File: src/rtl/mul_ctrl.sv
// Sequencer around an external unsigned 32x32->64 multiplier for MULT/MULTU/MTHI/MTLO.
// A multiply keeps busy high for LATENCY+1 cycles; MTHI/MTLO complete in one cycle with no busy.
// While busy, start is ignored and stall = start | mf_req; decode must hold and re-present.
module mul_ctrl #(
  parameter int LATENCY = 4
) (
  input  logic        clk,
  input  logic        reset,
  input  logic        start,
  input  logic [1:0]  op,
  input  logic [31:0] rs,
  input  logic [31:0] rt,
  input  logic        mf_req,
  output logic [31:0] mul_a,
  output logic [31:0] mul_b,
  input  logic [63:0] mul_z,
  output logic [31:0] hi,
  output logic [31:0] lo,
  output logic        busy,
  output logic        stall,
  output logic        done
);

  // The counter needs at least one bit even when LATENCY is 1.
  localparam int CW = (LATENCY > 1) ? $clog2(LATENCY) : 1;
  localparam logic [CW-1:0] CNT_LOAD = CW'(LATENCY - 1);

  localparam logic [1:0] OP_MULTU = 2'b00;
  localparam logic [1:0] OP_MULT  = 2'b01;
  localparam logic [1:0] OP_MTHI  = 2'b10;
  localparam logic [1:0] OP_MTLO  = 2'b11;

  typedef enum logic [1:0] {
    S_IDLE = 2'b00,
    S_CALC = 2'b01,
    S_WB   = 2'b10
  } state_t;

  state_t        state, state_nxt;
  logic [CW-1:0] cnt, cnt_nxt;
  logic          sign, sign_nxt;
  logic [31:0]   mul_a_nxt, mul_b_nxt;
  logic [31:0]   hi_nxt, lo_nxt;
  logic          done_nxt;
  logic [63:0]   prod;

  // Magnitude of a two's-complement word; 0x80000000 stays 0x80000000,
  // which is the correct magnitude once read as unsigned.
  function automatic logic [31:0] mag(input logic [31:0] v);
    return v[31] ? (~v + 32'd1) : v;
  endfunction

  // Next-state and next-register values; everything holds unless the state says otherwise.
  always_comb begin
    state_nxt = state;
    cnt_nxt   = cnt;
    sign_nxt  = sign;
    mul_a_nxt = mul_a;
    mul_b_nxt = mul_b;
    hi_nxt    = hi;
    lo_nxt    = lo;
    done_nxt  = 1'b0;
    prod      = sign ? (~mul_z + 64'd1) : mul_z;

    case (state)
      S_IDLE: begin
        if (start) begin
          case (op)
            OP_MULTU: begin
              mul_a_nxt = rs;
              mul_b_nxt = rt;
              sign_nxt  = 1'b0;
              cnt_nxt   = CNT_LOAD;
              state_nxt = S_CALC;
            end
            OP_MULT: begin
              mul_a_nxt = mag(rs);
              mul_b_nxt = mag(rt);
              sign_nxt  = rs[31] ^ rt[31];
              cnt_nxt   = CNT_LOAD;
              state_nxt = S_CALC;
            end
            OP_MTHI: hi_nxt = rs;
            OP_MTLO: lo_nxt = rs;
            default: ;
          endcase
        end
      end
      // Operands stay frozen here so the multiplier sees a stable multicycle path.
      S_CALC: begin
        if (cnt == '0) state_nxt = S_WB;
        else           cnt_nxt   = cnt - CW'(1);
      end
      // mul_z has settled; apply the sign and retire to HI/LO.
      S_WB: begin
        hi_nxt    = prod[63:32];
        lo_nxt    = prod[31:0];
        done_nxt  = 1'b1;
        state_nxt = S_IDLE;
      end
      default: state_nxt = S_IDLE;
    endcase
  end

  // Control state register: FSM, latency counter, sign and done pulse.
  always_ff @(posedge clk) begin
    if (reset) begin
      state <= S_IDLE;
      cnt   <= '0;
      sign  <= 1'b0;
      done  <= 1'b0;
    end else begin
      state <= state_nxt;
      cnt   <= cnt_nxt;
      sign  <= sign_nxt;
      done  <= done_nxt;
    end
  end

  // Datapath registers: multiplier operands and the HI/LO architectural registers.
  always_ff @(posedge clk) begin
    if (reset) begin
      mul_a <= '0;
      mul_b <= '0;
      hi    <= '0;
      lo    <= '0;
    end else begin
      mul_a <= mul_a_nxt;
      mul_b <= mul_b_nxt;
      hi    <= hi_nxt;
      lo    <= lo_nxt;
    end
  end

  assign busy  = (state != S_IDLE);
  assign stall = busy & (start | mf_req);

endmodule

File: config.mk
export PLATFORM = sky130hd
export DESIGN_NAME = mul_ctrl
export DESIGN_NICKNAME = d
export VERILOG_FILES = /design/src/rtl/mul_ctrl.sv
export SDC_FILE = /design/constraint.sdc
export NUM_CORES = 1
export LEC_CHECK = 0
export ABC_AREA = 1
export ABC_CLOCK_PERIOD_IN_PS = 1900
export CORE_UTILIZATION = 32
export CTS_CLUSTER_DIAMETER = 60
export CTS_CLUSTER_SIZE = 40
export DETAILED_ROUTE_END_ITERATION = 6
export GPL_TIMING_DRIVEN = 0
export PLACE_DENSITY_LB_ADDON = 0.05
export SLEW_MARGIN = 5
export SYNTH_ARGS = -nofsm -noshare
export SYNTH_HDL_FRONTEND = slang
export SYNTH_SLANG_ARGS = --single-unit
File: constraint.sdc
create_clock -name clk -period 1.9 [get_ports clk]
set_clock_uncertainty 0.2 [all_clocks]
set_input_delay 0.285 -clock clk [delete_from_list [all_inputs] [get_ports clk]]
set_output_delay 0.285 -clock clk [all_outputs]
set_load 0.005 [all_outputs]
== Yosys cells after proc, flatten, opt, wreduce, memory -nomap -nowiden ==
Index checks and enable logic that the tools add are counted.
Cells by class
  $add $sub $neg: 4
  equality and inequality tests: 11
  muxes and demuxes: 21
  bitwise logic cells: 6
  reductions and logical operators: 13
Operator list (number)
  32-bit one-hot mux with 2 select lines: 4
  32-bit 2-to-1 mux: 6
  32-bit by 1-bit adder with 32-bit output (second input constant): 2
  64-bit by 1-bit adder with 64-bit output (second input constant): 1
  64-bit 2-to-1 mux: 1
  32-bit inverter: 2
  64-bit inverter: 1
  2-bit 2-to-1 mux: 6
  3-bit AND reduction: 4
  2-bit inequality test (second input constant): 4
  2-bit one-hot mux with 2 select lines: 2
  2-bit nonzero test: 4
  2-bit == test (second input constant): 3
  2-bit zero test: 3
  2-bit by 1-bit == test with 1-bit output (second input constant): 2
  2-bit by 1-bit inequality test with 1-bit output (second input constant): 2
  4-bit AND reduction: 1
  1-bit one-hot mux with 2 select lines: 1
  2-bit OR reduction: 1
  2-bit by 1-bit subtractor with 2-bit output (second input constant): 1
  1-bit AND: 1
  1-bit 2-to-1 mux: 1
  1-bit bitwise OR: 1
  1-bit bitwise XOR: 1
Storage, ports and cells
  register bits: 134
  bits of input ports: 134
  output and inout port bits: 131
  word-level logic and storage cells: 63

== Logic depth before layout (Yosys ltp) ==
  depth after elaboration: 5
  gate-level depth with buffers: 13
  gate-level depth less buffers: 13

== Worst setup path before layout ==
OpenSTA, ideal clock, no wires.
  kind: input port to flip-flop
  start: input mul_z[0]
  end: register hi[8]
  library setup time: 0.119 ns
  arrival: 1.439 ns
  data required time: 1.581 ns
  slack: 0.142 ns
  stages on the path: 10
  buffers on the path: 0
  path through: inv_1 > ha_1 > nand3_2 > nor2_4 > nand3_1 > nand2_2 > nand2_1 > or2_0 > nand3_1 > a21oi_1
On the way
  longest elaborated chain between the ends: 4
Ends and longest elaborated chain
  start, declared: RTL line 16  | input logic [63:0] mul_z,
  64-bit inverter: RTL line 63  | prod = sign ? (~mul_z + 64'd1) : mul_z;
  64-bit by 1-bit adder with 64-bit output: RTL line 63
  64-bit 2-to-1 mux: RTL line 63
  32-bit one-hot mux with 2 select lines: RTL line 65  | case (state)
  end signal, assigned: RTL line 130  | hi <= hi_nxt;
  end, declared: RTL line 17  | output logic [31:0] hi,
No other way between the ends.
A chain may end at the register's enable or synchronous reset.

== Worst setup path after layout ==
  start: register hi[8]
  end: output hi[8]
No word-level cell between the ends.

==> results.txt <==
Fin. Hold Viols: 0
Cell taking the most area after synthesis: dfxtp_1
Mapped Area: 0.00924 mm2
Final ANT Viol Nets: 0
Largest net degree at the start of global routing: 17
First-pass GRT wire length: 64.2 mm
Minimum clock period: 1.88 ns
Sink Count: 134
CP max FO: 2
Reg power frac: 0.350
Power per cell area: 650 mW/mm2
Floorplan row count: 61
Count of final setup violators: 0
Die Area: 0.0296 mm2
Sw Share: 0.299
Sequential area share after synthesis: 0.290
Maximum clock rate: 531 MHz
DP HPWL: 35.9 mm
Final hold slack: 0.0405 ns
Initial antenna violation count: 0
Critical Path End Type: primary output
WP data arrival: 1.40 ns
Least-Margin Pin Slew: 0.716 ns
Global route overflow: 0
Wire length per cell: 19.7 um
Run status: finished, final reports clean
Combinational fraction of design power: 0.238
Die Width: 172 um
Core footprint: 0.0281 mm2
Clock transition at the registers of the reported paths: 0.06 ns
Post-DP Area: 0.0124 mm2
DP Worst Slack: -0.861 ns
Global-route usage over all layers: 0.296
Initial drt markers: 901
Hold WC Path Type: in -> reg
Layout cell share with drive strength beyond 1: 0.157
Worst path bufs/invs: 1
Worst path slowest cell: clkdlybuf4s50_1
GP Congestion: 0.965
Yosys reg bits: 134
Max-cap viol count: 0
Crit path launch type: flip-flop
CTS Buf Count: 17
Hold buffers post-CTS: 0
Initial Util: 0.329
Critical-path cell list: clkdlybuf4s50_1
Nets: 1983
Via count: 11.4k
Ant. Diodes: 0
Drt total wl: 44.1 mm
Clk_lat worst skew: 0.43 ns
RSZ-0062 raised after global routing: yes
Clk root buf: clkbuf_16
Fillcell total: 2965
Crit path max-delay family: buffers and inverters
Syn_area_per_cell: 6.00 um2
Post-synth top area share: 0.290
Net switching power: 2.71 mW
Worst Path Class, Setup: reg -> out
Top Ports: 265
Top cells by area, synth: dfxtp_1 29%, nand2_1 12%, nor2_1 12%, nand3_1 8.7%, a21oi_1 6.1%
Port-buffer cells: 264
Cell area after layout: 0.0139 mm2
Min setup slack post-route: 0.0152 ns
Post-synthesis net count: 1678
Clock power frac: 0.412
Worst VDD drop: 507 uV
H-tree depth: 4
Main synth FF type: dfxtp_1
Die H: 172 um
CTS tree: done
Post-synth EDFFs: 0
Vias per inst: 5.10
Synth cell types: 44
Internal power: 6.36 mW
Clock Path Buffers: 2
WP data required: 1.41 ns
Pre-Repair DR Iteration Count: 7
Slew Limit Headroom: 0.522
Leakage: 6.01 nW
Cell count after synthesis: 1540
# DRC: 0
Area delta synth->final: 51.0%
FFs w/ async S/R, synth: 0
YS warnings: 0
Period utilization: 0.992
Vias in the first global route: 10.7k
Slew Limit Fails: 0
CP max stage delay: 0.54 ns
==> cell families after synthesis <==
kind of cell	Yosys count	synth area share
AND/OR/NAND/NOR	849	0.398
buffers and inverters	218	0.0978
XOR/XNOR	25	0.0237
AO/OA/AOI/OAI	310	0.185
adder cells (fa/ha/maj)	4	0.00542
flip-flops	134	0.290
==> power groups by stage <==
stage	clock, mW	sequential [mW]	combinational [mW]
2_1_floorplan	0	3.20	0.857
3_3_place_gp	0	3.23	2.01
3_5_place_dp	0	3.23	2.02
4_1_cts	3.76	3.17	2.06
5_1_grt	3.88	3.19	2.35
6_report	3.74	3.17	2.16
==> layout make-up <==
type,count,area (um2),area share
buffer,64,404,0.0290
clock buffer,17,425,0.0305
clock inverter,14,225,0.0161
inverter,154,588,0.0422
multi-input combinational,1188,6240,0.447
sequential,134,2690,0.193
tap,378,473,0.0339
timing repair buffer,286,2910,0.208
==> registers in the layout (all words and copies together) (netlist names) <==
register	count
done	1
hi	32
sign	1
lo	32
cnt	2
mul_b	32
mul_a	32
state	2
==> cells in the mapped netlist (3+ instances only) <==
master / count
nand2_1: 301
nor2_1: 300
nand3_1: 161
inv_1: 140
dfxtp_1: 134
a21oi_1: 112
o21ai_0: 106
o21ai_1: 44
buf_2: 29
clkbuf_1: 25
xor2_1: 22
nand4_1: 20
nor2_2: 15
inv_2: 14
nand3b_1: 12
o211ai_1: 10
a31oi_1: 9
or2_0: 8
o221ai_1: 7
buf_4: 5
nand2_2: 5
nor2_4: 5
nor3_1: 5
o21bai_1: 5
a21oi_2: 4
buf_6: 4
ha_1: 4
nand3_2: 4
nor4_1: 4
o21ai_2: 4
or2_2: 4
xnor2_1: 3
==> worst reg2reg max path, delay by kind of cell (launching register included) <==
family	cells	cell delay, ns
flip-flops	1	0.32
AND/OR/NAND/NOR	2	0.39
buffers and inverters	4	0.50
AO/OA/AOI/OAI	2	0.32
==> metrics by stage <==
stage / cells / setup TNS, ns / total power [mW] / util
4_1_cts: 2221 / -0.0778 / 8.99 / 0.472
2_1_floorplan: 1540 / 0 / 4.06 / -
3_5_place_dp: 2182 / -76.78 / 5.25 / 0.440
5_1_grt: 2235 / -0.0998 / 9.42 / 0.497
3_3_place_gp: 2182 / -76.72 / 5.24 / 0.440
6_report: 2235 / 0 / 9.06 / 0.497
==> final timing paths <==
path                                       startpoint                    end  slack, ns  depth (start not counted)
worst max-delay path               hi[8]$_SDFFE_PP0P_                  hi[8]       0.02                          1
worst min-delay path                         mul_z[0]     lo[0]$_SDFFE_PP0P_       0.04                          3
worst max register to register  state[0]$_SDFFE_PP0P_    hi[24]$_SDFFE_PP0P_       0.06                          8
worst min register to register  state[1]$_SDFFE_PP0P_  state[1]$_SDFFE_PP0P_       0.24                          1
==> metal layers <==
layer,track usage,part of all wire,vias to the layer above
met3,0.0311,0.056,42
met4,0.0781,0.019,0
met5,0,0,-
met2,0.525,0.49,435
met1,0.378,0.43,5246
li1,-,-,5666
==> cell usage in the layout (no fill, tap or decap), types with 9 or more instances in the layout <==
cell / n
o21ai_1: 47
a21oi_1: 107
clkdlybuf4s50_1: 213
buf_2: 18
nor2_4: 31
dfxtp_1: 131
nand3b_1: 12
nor2_1: 229
xor2_1: 22
o211ai_1: 10
nand4_1: 20
dlymetal6s2s_1: 43
buf_4: 28
clkbuf_2: 17
nor2_2: 60
nand3_2: 12
inv_2: 18
o21ai_0: 102
nand2_2: 12
nand2_1: 287
inv_1: 132
a31oi_1: 9
nand3_1: 148
clkbuf_16: 17
==> timing repair <==
item / 4_1_cts / 5_1_grt
cloned: 0 / 0
pin swaps: 17 / 34
hold endpoints to repair: 0 / 0
gates resized for setup: 75 / 200
endpoints found under the setup margin: 123 / 109
setup buffers: 8 / 14
Note: power is estimated with default switching activity, not from simulation.
